File: config.mk
export PLATFORM = sky130hd
export DESIGN_NAME = mem_port_arbiter
export DESIGN_NICKNAME = d
export VERILOG_FILES = /design/src/rtl/mem_port_arbiter.sv
export SDC_FILE = /design/constraint.sdc
export NUM_CORES = 1
export LEC_CHECK = 0
export CAP_MARGIN = 10
export CORE_MARGIN = 2
export CORE_UTILIZATION = 30
export CTS_CLUSTER_SIZE = 10
export DETAILED_ROUTE_END_ITERATION = 16
export GPL_ROUTABILITY_DRIVEN = 0
export PLACE_DENSITY = 0.77
export SLEW_MARGIN = 15
export SYNTH_ARGS = -nofsm -noshare
export SYNTH_HDL_FRONTEND = slang
export SYNTH_SLANG_ARGS = --single-unit
File: constraint.sdc
create_clock -name clk -period 1.8 [get_ports clk]
set_input_delay 0.36 -clock clk [delete_from_list [all_inputs] [get_ports clk]]
set_output_delay 0.36 -clock clk [all_outputs]
set_load 0.005 [all_outputs]
File: src/rtl/mem_port_arbiter.sv
// Arbitrates one single-ported memory between instruction fetch and data access.
// Data wins by default; a starvation counter forces a fetch grant after STARVE_LIMIT data grants.
module mem_port_arbiter #(
   parameter int ADDR_W       = 32,
   parameter int DATA_W       = 32,
   parameter int STARVE_LIMIT = 4
) (
   input  logic              clk,
   input  logic              reset_n,
   input  logic              i_req,
   input  logic [ADDR_W-1:0] i_addr,
   output logic [DATA_W-1:0] i_rdata,
   output logic              i_valid,
   input  logic              d_req,
   input  logic [ADDR_W-1:0] d_addr,
   input  logic [DATA_W-1:0] d_wdata,
   input  logic              d_we,
   output logic [DATA_W-1:0] d_rdata,
   output logic              d_valid,
   output logic              m_req,
   output logic [ADDR_W-1:0] m_addr,
   output logic [DATA_W-1:0] m_wdata,
   output logic              m_we,
   input  logic              m_ready,
   input  logic              m_rvalid,
   input  logic [DATA_W-1:0] m_rdata,
   output logic              busy
);

   typedef enum logic [1:0] {
      IDLE   = 2'd0,
      I_WAIT = 2'd1,
      D_WAIT = 2'd2
   } state_t;

   localparam logic [3:0] LIMIT = 4'(STARVE_LIMIT);

   state_t            state_q, state_d;
   logic [3:0]        starve_cnt_q, starve_cnt_d;
   logic              i_valid_q, i_valid_d;
   logic              d_valid_q, d_valid_d;
   logic [DATA_W-1:0] i_rdata_q, i_rdata_d;
   logic [DATA_W-1:0] d_rdata_q, d_rdata_d;
   logic              grant_i, grant_d;

   // Grant selection, memory request drive and next-state logic.
   always_comb begin
      state_d      = state_q;
      starve_cnt_d = starve_cnt_q;
      i_valid_d    = 1'b0;
      d_valid_d    = 1'b0;
      i_rdata_d    = i_rdata_q;
      d_rdata_d    = d_rdata_q;
      grant_i      = 1'b0;
      grant_d      = 1'b0;
      m_req        = 1'b0;
      m_addr       = '0;
      m_wdata      = '0;
      m_we         = 1'b0;

      case (state_q)
         IDLE: begin
            if (!i_req) begin
               starve_cnt_d = 4'd0;
            end else begin
               starve_cnt_d = starve_cnt_q;
            end
            // No issue while a completion pulse is visible; a held req is a new access.
            if (!(i_valid_q || d_valid_q)) begin
               if (d_req && !(i_req && (starve_cnt_q == LIMIT))) begin
                  grant_d = 1'b1;
               end else if (i_req) begin
                  grant_i = 1'b1;
               end else begin
                  grant_d = 1'b0;
               end
            end else begin
               grant_d = 1'b0;
            end

            if (grant_d) begin
               m_req   = 1'b1;
               m_addr  = d_addr;
               m_wdata = d_wdata;
               m_we    = d_we;
               if (m_ready) begin
                  state_d = D_WAIT;
                  if (i_req && (starve_cnt_q != LIMIT)) begin
                     starve_cnt_d = starve_cnt_q + 4'd1;
                  end else begin
                     starve_cnt_d = starve_cnt_d;
                  end
               end else begin
                  state_d = IDLE;
               end
            end else if (grant_i) begin
               m_req  = 1'b1;
               m_addr = i_addr;
               if (m_ready) begin
                  state_d      = I_WAIT;
                  starve_cnt_d = 4'd0;
               end else begin
                  state_d = IDLE;
               end
            end else begin
               m_req = 1'b0;
            end
         end
         I_WAIT: begin
            if (m_rvalid) begin
               i_rdata_d = m_rdata;
               i_valid_d = 1'b1;
               state_d   = IDLE;
            end else begin
               state_d = I_WAIT;
            end
         end
         D_WAIT: begin
            if (m_rvalid) begin
               d_rdata_d = m_rdata;
               d_valid_d = 1'b1;
               state_d   = IDLE;
            end else begin
               state_d = D_WAIT;
            end
         end
         default: begin
            state_d = IDLE;
         end
      endcase
   end

   // State, counter and response registers with synchronous reset.
   always_ff @(posedge clk) begin
      if (!reset_n) begin
         state_q      <= IDLE;
         starve_cnt_q <= 4'd0;
         i_valid_q    <= 1'b0;
         d_valid_q    <= 1'b0;
         i_rdata_q    <= '0;
         d_rdata_q    <= '0;
      end else begin
         state_q      <= state_d;
         starve_cnt_q <= starve_cnt_d;
         i_valid_q    <= i_valid_d;
         d_valid_q    <= d_valid_d;
         i_rdata_q    <= i_rdata_d;
         d_rdata_q    <= d_rdata_d;
      end
   end

   assign i_valid = i_valid_q;
   assign d_valid = d_valid_q;
   assign i_rdata = i_rdata_q;
   assign d_rdata = d_rdata_q;
   assign busy    = (state_q != IDLE);

endmodule
==> qor.csv <==
stage,metric,value,unit
sta,setup_slack,-0.563,ns
clock_network,cts_buffers,9,
sta,timing.fmax,0.423,GHz
worst_hold_path,hp-class,reg2reg,
logic_synthesis,syn_avg_cell_area,8.22,sq um
layout,area_growth,109,%
sta,worst_clock_skew,0.00311,ns
detailed_routing,drc,0,
power_and_ir_drop,p_per_area,687,nW/um^2
sta,fin_crit_sh,1.31,
floorplan,start_util,0.311,
clock_network,path_clk_slew,0.06,ns
detailed_routing,vias_per_cell,4.85,
run_status,status,"complete, but fails checks",
layout,drive_gt1_frac,0.256,
layout,final_cells,867,
logic_synthesis,syn-num-nets,552,
layout,insertedDiodeCount,0,
logic_synthesis,ys_seq_area_frac,0.422,
layout,layout.nets,859,
sta,hold_viol,0,
critical_path,cp.required,1.44,ns
sta,relSlewSlack,0.723,
critical_path,critical_path.max_fanout,6,
sta,drv_slew,0,
detailed_routing,routed_wl,16.1,mm
logic_synthesis,synthMuxAreaShare,0.00330,
global_routing,grt_pass1_vias,4079,
logic_synthesis,synth-compound-area-share,0.247,
floorplan,dieArea,12200,sq um
floorplan,die_height,111,microns
placement,dp_cells,816,
sta,setup_violations,67,
placement,post-place-ws,-0.681,ns
critical_path,path_class,reg2out,
floorplan,io_pins,268,
layout,final_util,0.649,
logic_synthesis,yosys.area_share.simple,0.264,
sta,rsz0062_at_grt,yes,
logic_synthesis,synth_top_area_frac,0.422,
global_routing,grt_pass1_wl,23.3,mm
layout,fill_cells,897,
logic_synthesis,synth_common_cells,"nand2_1 (132), dfxtp_1 (72), a21boi_0 (65)",
logic_synthesis,yosysMostFrequentCell,nand2_1,
logic_synthesis,synth_cell_types,38,
critical_path,arrival,2.00,ns
logic_synthesis,yosys_warnings,0,
detailed_routing,vias,4201,
logic_synthesis,synth_top_family_by_area,simple AND/OR/NAND/NOR gates,
global_routing,grt_util_all_layers,0.239,
logic_synthesis,ys_ff_latch,72,
clock_network,clock_latency,0.33,ns
floorplan,core_area,11000,sq um
logic_synthesis,synth_edf_count,0,
sta,period_needed,2.36,ns
clock_network,cts_tree,built,
power_and_ir_drop,p_leak,0.00287,uW
run_status,violations,negative setup slack,
sta,worst_pin_slew,0.416,ns
power_and_ir_drop,ir_worst_vdd,725,uV
logic_synthesis,yosysTopAreaCell,dfxtp_1,
global_routing,grt_overflow,0,
logic_synthesis,synth_fa_ha_area_frac,0.00733,
logic_synthesis,synth_xor_area_frac,0,
logic_synthesis,syn_inst,415,
run,maxCapViolCount,0,
floorplan,fp.dieW,111,microns
detailed_routing,drt_first_iter_violations,242,
sta,setup_tns,-29.77,ns
critical_path,crit_path_end_kind,primary output,
logic_synthesis,synth-main-ff-cell,dfxtp_1,
clock_network,clkSinkCount,72,
clock_network,htreeDepth,3,
placement,port_buffers,267,
detailed_routing,dr.pass1.iters,4,
clock_network,cts_root_buf,clkbuf_16,
logic_synthesis,synth_area_leaders,"dfxtp_1 (42%), nand2_1 (15%), a21boi_0 (14%), a22o_1 (8.2%), and2_1 (6.4%)",
logic_synthesis,syn_area,3410,sq um
clock_network,clockBufferDepth,2,
detailed_routing,route.antenna.remaining_nets,0,
placement,hpwl,11.4,mm
global_routing,grt_max_degree,49,
power_and_ir_drop,p_total,4890,uW
critical_path,cp-start-kind,flip-flop,
clock_network,hold_buffers,0,
detailed_routing,routedWlPerCell,18.6,microns
global_routing,antenna_found_initial,1,
logic_synthesis,ys_async_sr_fraction,0,
floorplan,rows,38,
==> what timing repair did <==
| action | CTS | global route |
|---|---|---|
| cloned | 1 | 8 |
| gates resized for setup | 172 | 143 |
| setup endpoints to repair | 67 | 66 |
| pin swaps | 0 | 61 |
| setup buffers | 2 | 25 |
==> cells in the final DEF, fill, tap and decap left out, drive strengths merged, types with 2 or more instances in the layout <==
cell type,instances
a21boi,65
nand3,2
and2,35
ha,2
clkbuf,24
and4,2
o21ai,4
nand3b,2
clkdlybuf4s50,199
dfxtp,72
buf,116
nor4,2
inv,3
and3,2
nor2,5
dlymetal6s2s,3
nand2,132
a22o,32
bufinv,2
or2,2
nand2b,2
a21oi,3
==> per-stage QoR <==
| stage | hold WS, ns | cell area [sq um] |
|---|---|---|
| detailed placement | 0.457 | 6370 |
| global route | 0.480 | 7120 |
| finish | 0.460 | 7120 |
| global placement | 0.449 | 6370 |
| CTS | 0.459 | 6590 |
| floorplan | 0.460 | 3410 |
==> cell type report <==
class	count	area, sq um	share of cell area
Multi-Input combinational cell	306	1890	0.265
Timing Repair Buffer	330	3290	0.462
Clock buffer	13	250	0.0351
Tap cell	140	175	0.0246
Inverter	3	11.3	0.00158
Sequential cell	72	1450	0.203
Clock inverter	3	65.1	0.00913
==> final timing paths <==
kind	start	end	slack (ns)	depth (start not counted)
setup reg to reg	starve_cnt_q[0]	state_q[1]	-0.14	12
hold / removal	i_rdata[21]	i_rdata[21]	0.46	2
setup / recovery	i_valid	m_addr[15]	-0.56	7
hold reg to reg	i_rdata[21]	i_rdata[21]	0.46	2
==> flip-flops by register name, indices dropped and copies added (netlist names) <==
signal and flops:
starve_cnt_q 4, i_valid 1, d_rdata 32, d_valid 1, i_rdata 32, state_q 2
==> power by group <==
| group | switching (uW) | internal (uW) | leakage [uW] |
|---|---|---|---|
| Clock | 627 | 1250 | 0.000154 |
| Sequential | 22.0 | 1630 | 0.000584 |
| Combinational | 476 | 882 | 0.00213 |
| Total | 1130 | 3770 | 0.00287 |
==> cell families after synthesis <==
| family | Yosys count |
|---|---|
| DFF | 72 |
| adders and majority gates | 2 |
| muxes | 1 |
| buffers and inverters | 37 |
| and+or+nand+nor | 194 |
| AOI/OAI and AO/OA | 109 |
==> critical path, cell delays in order (launching register included) <==
cell	delay, ns
dfxtp_2	0.33
nor4_4	0.37
and3_4	0.35
buf_12	0.14
buf_6	0.10
clkbuf_16	0.14
a22o_1	0.14
buf_2	0.11
==> layer usage <==
metal / routed length (microns) / vias to the layer above / part of all wire / global-route usage
li1: - / 2011 / - / -
met1: 6280 / 1956 / 0.39 / 0.273
met2: 8010 / 196 / 0.50 / 0.415
met3: 1370 / 36 / 0.085 / 0.0919
met4: 420 / 2 / 0.026 / 0.0725
met5: 19 / - / 0.0012 / 0
Power figures use the tool's default switching activity.
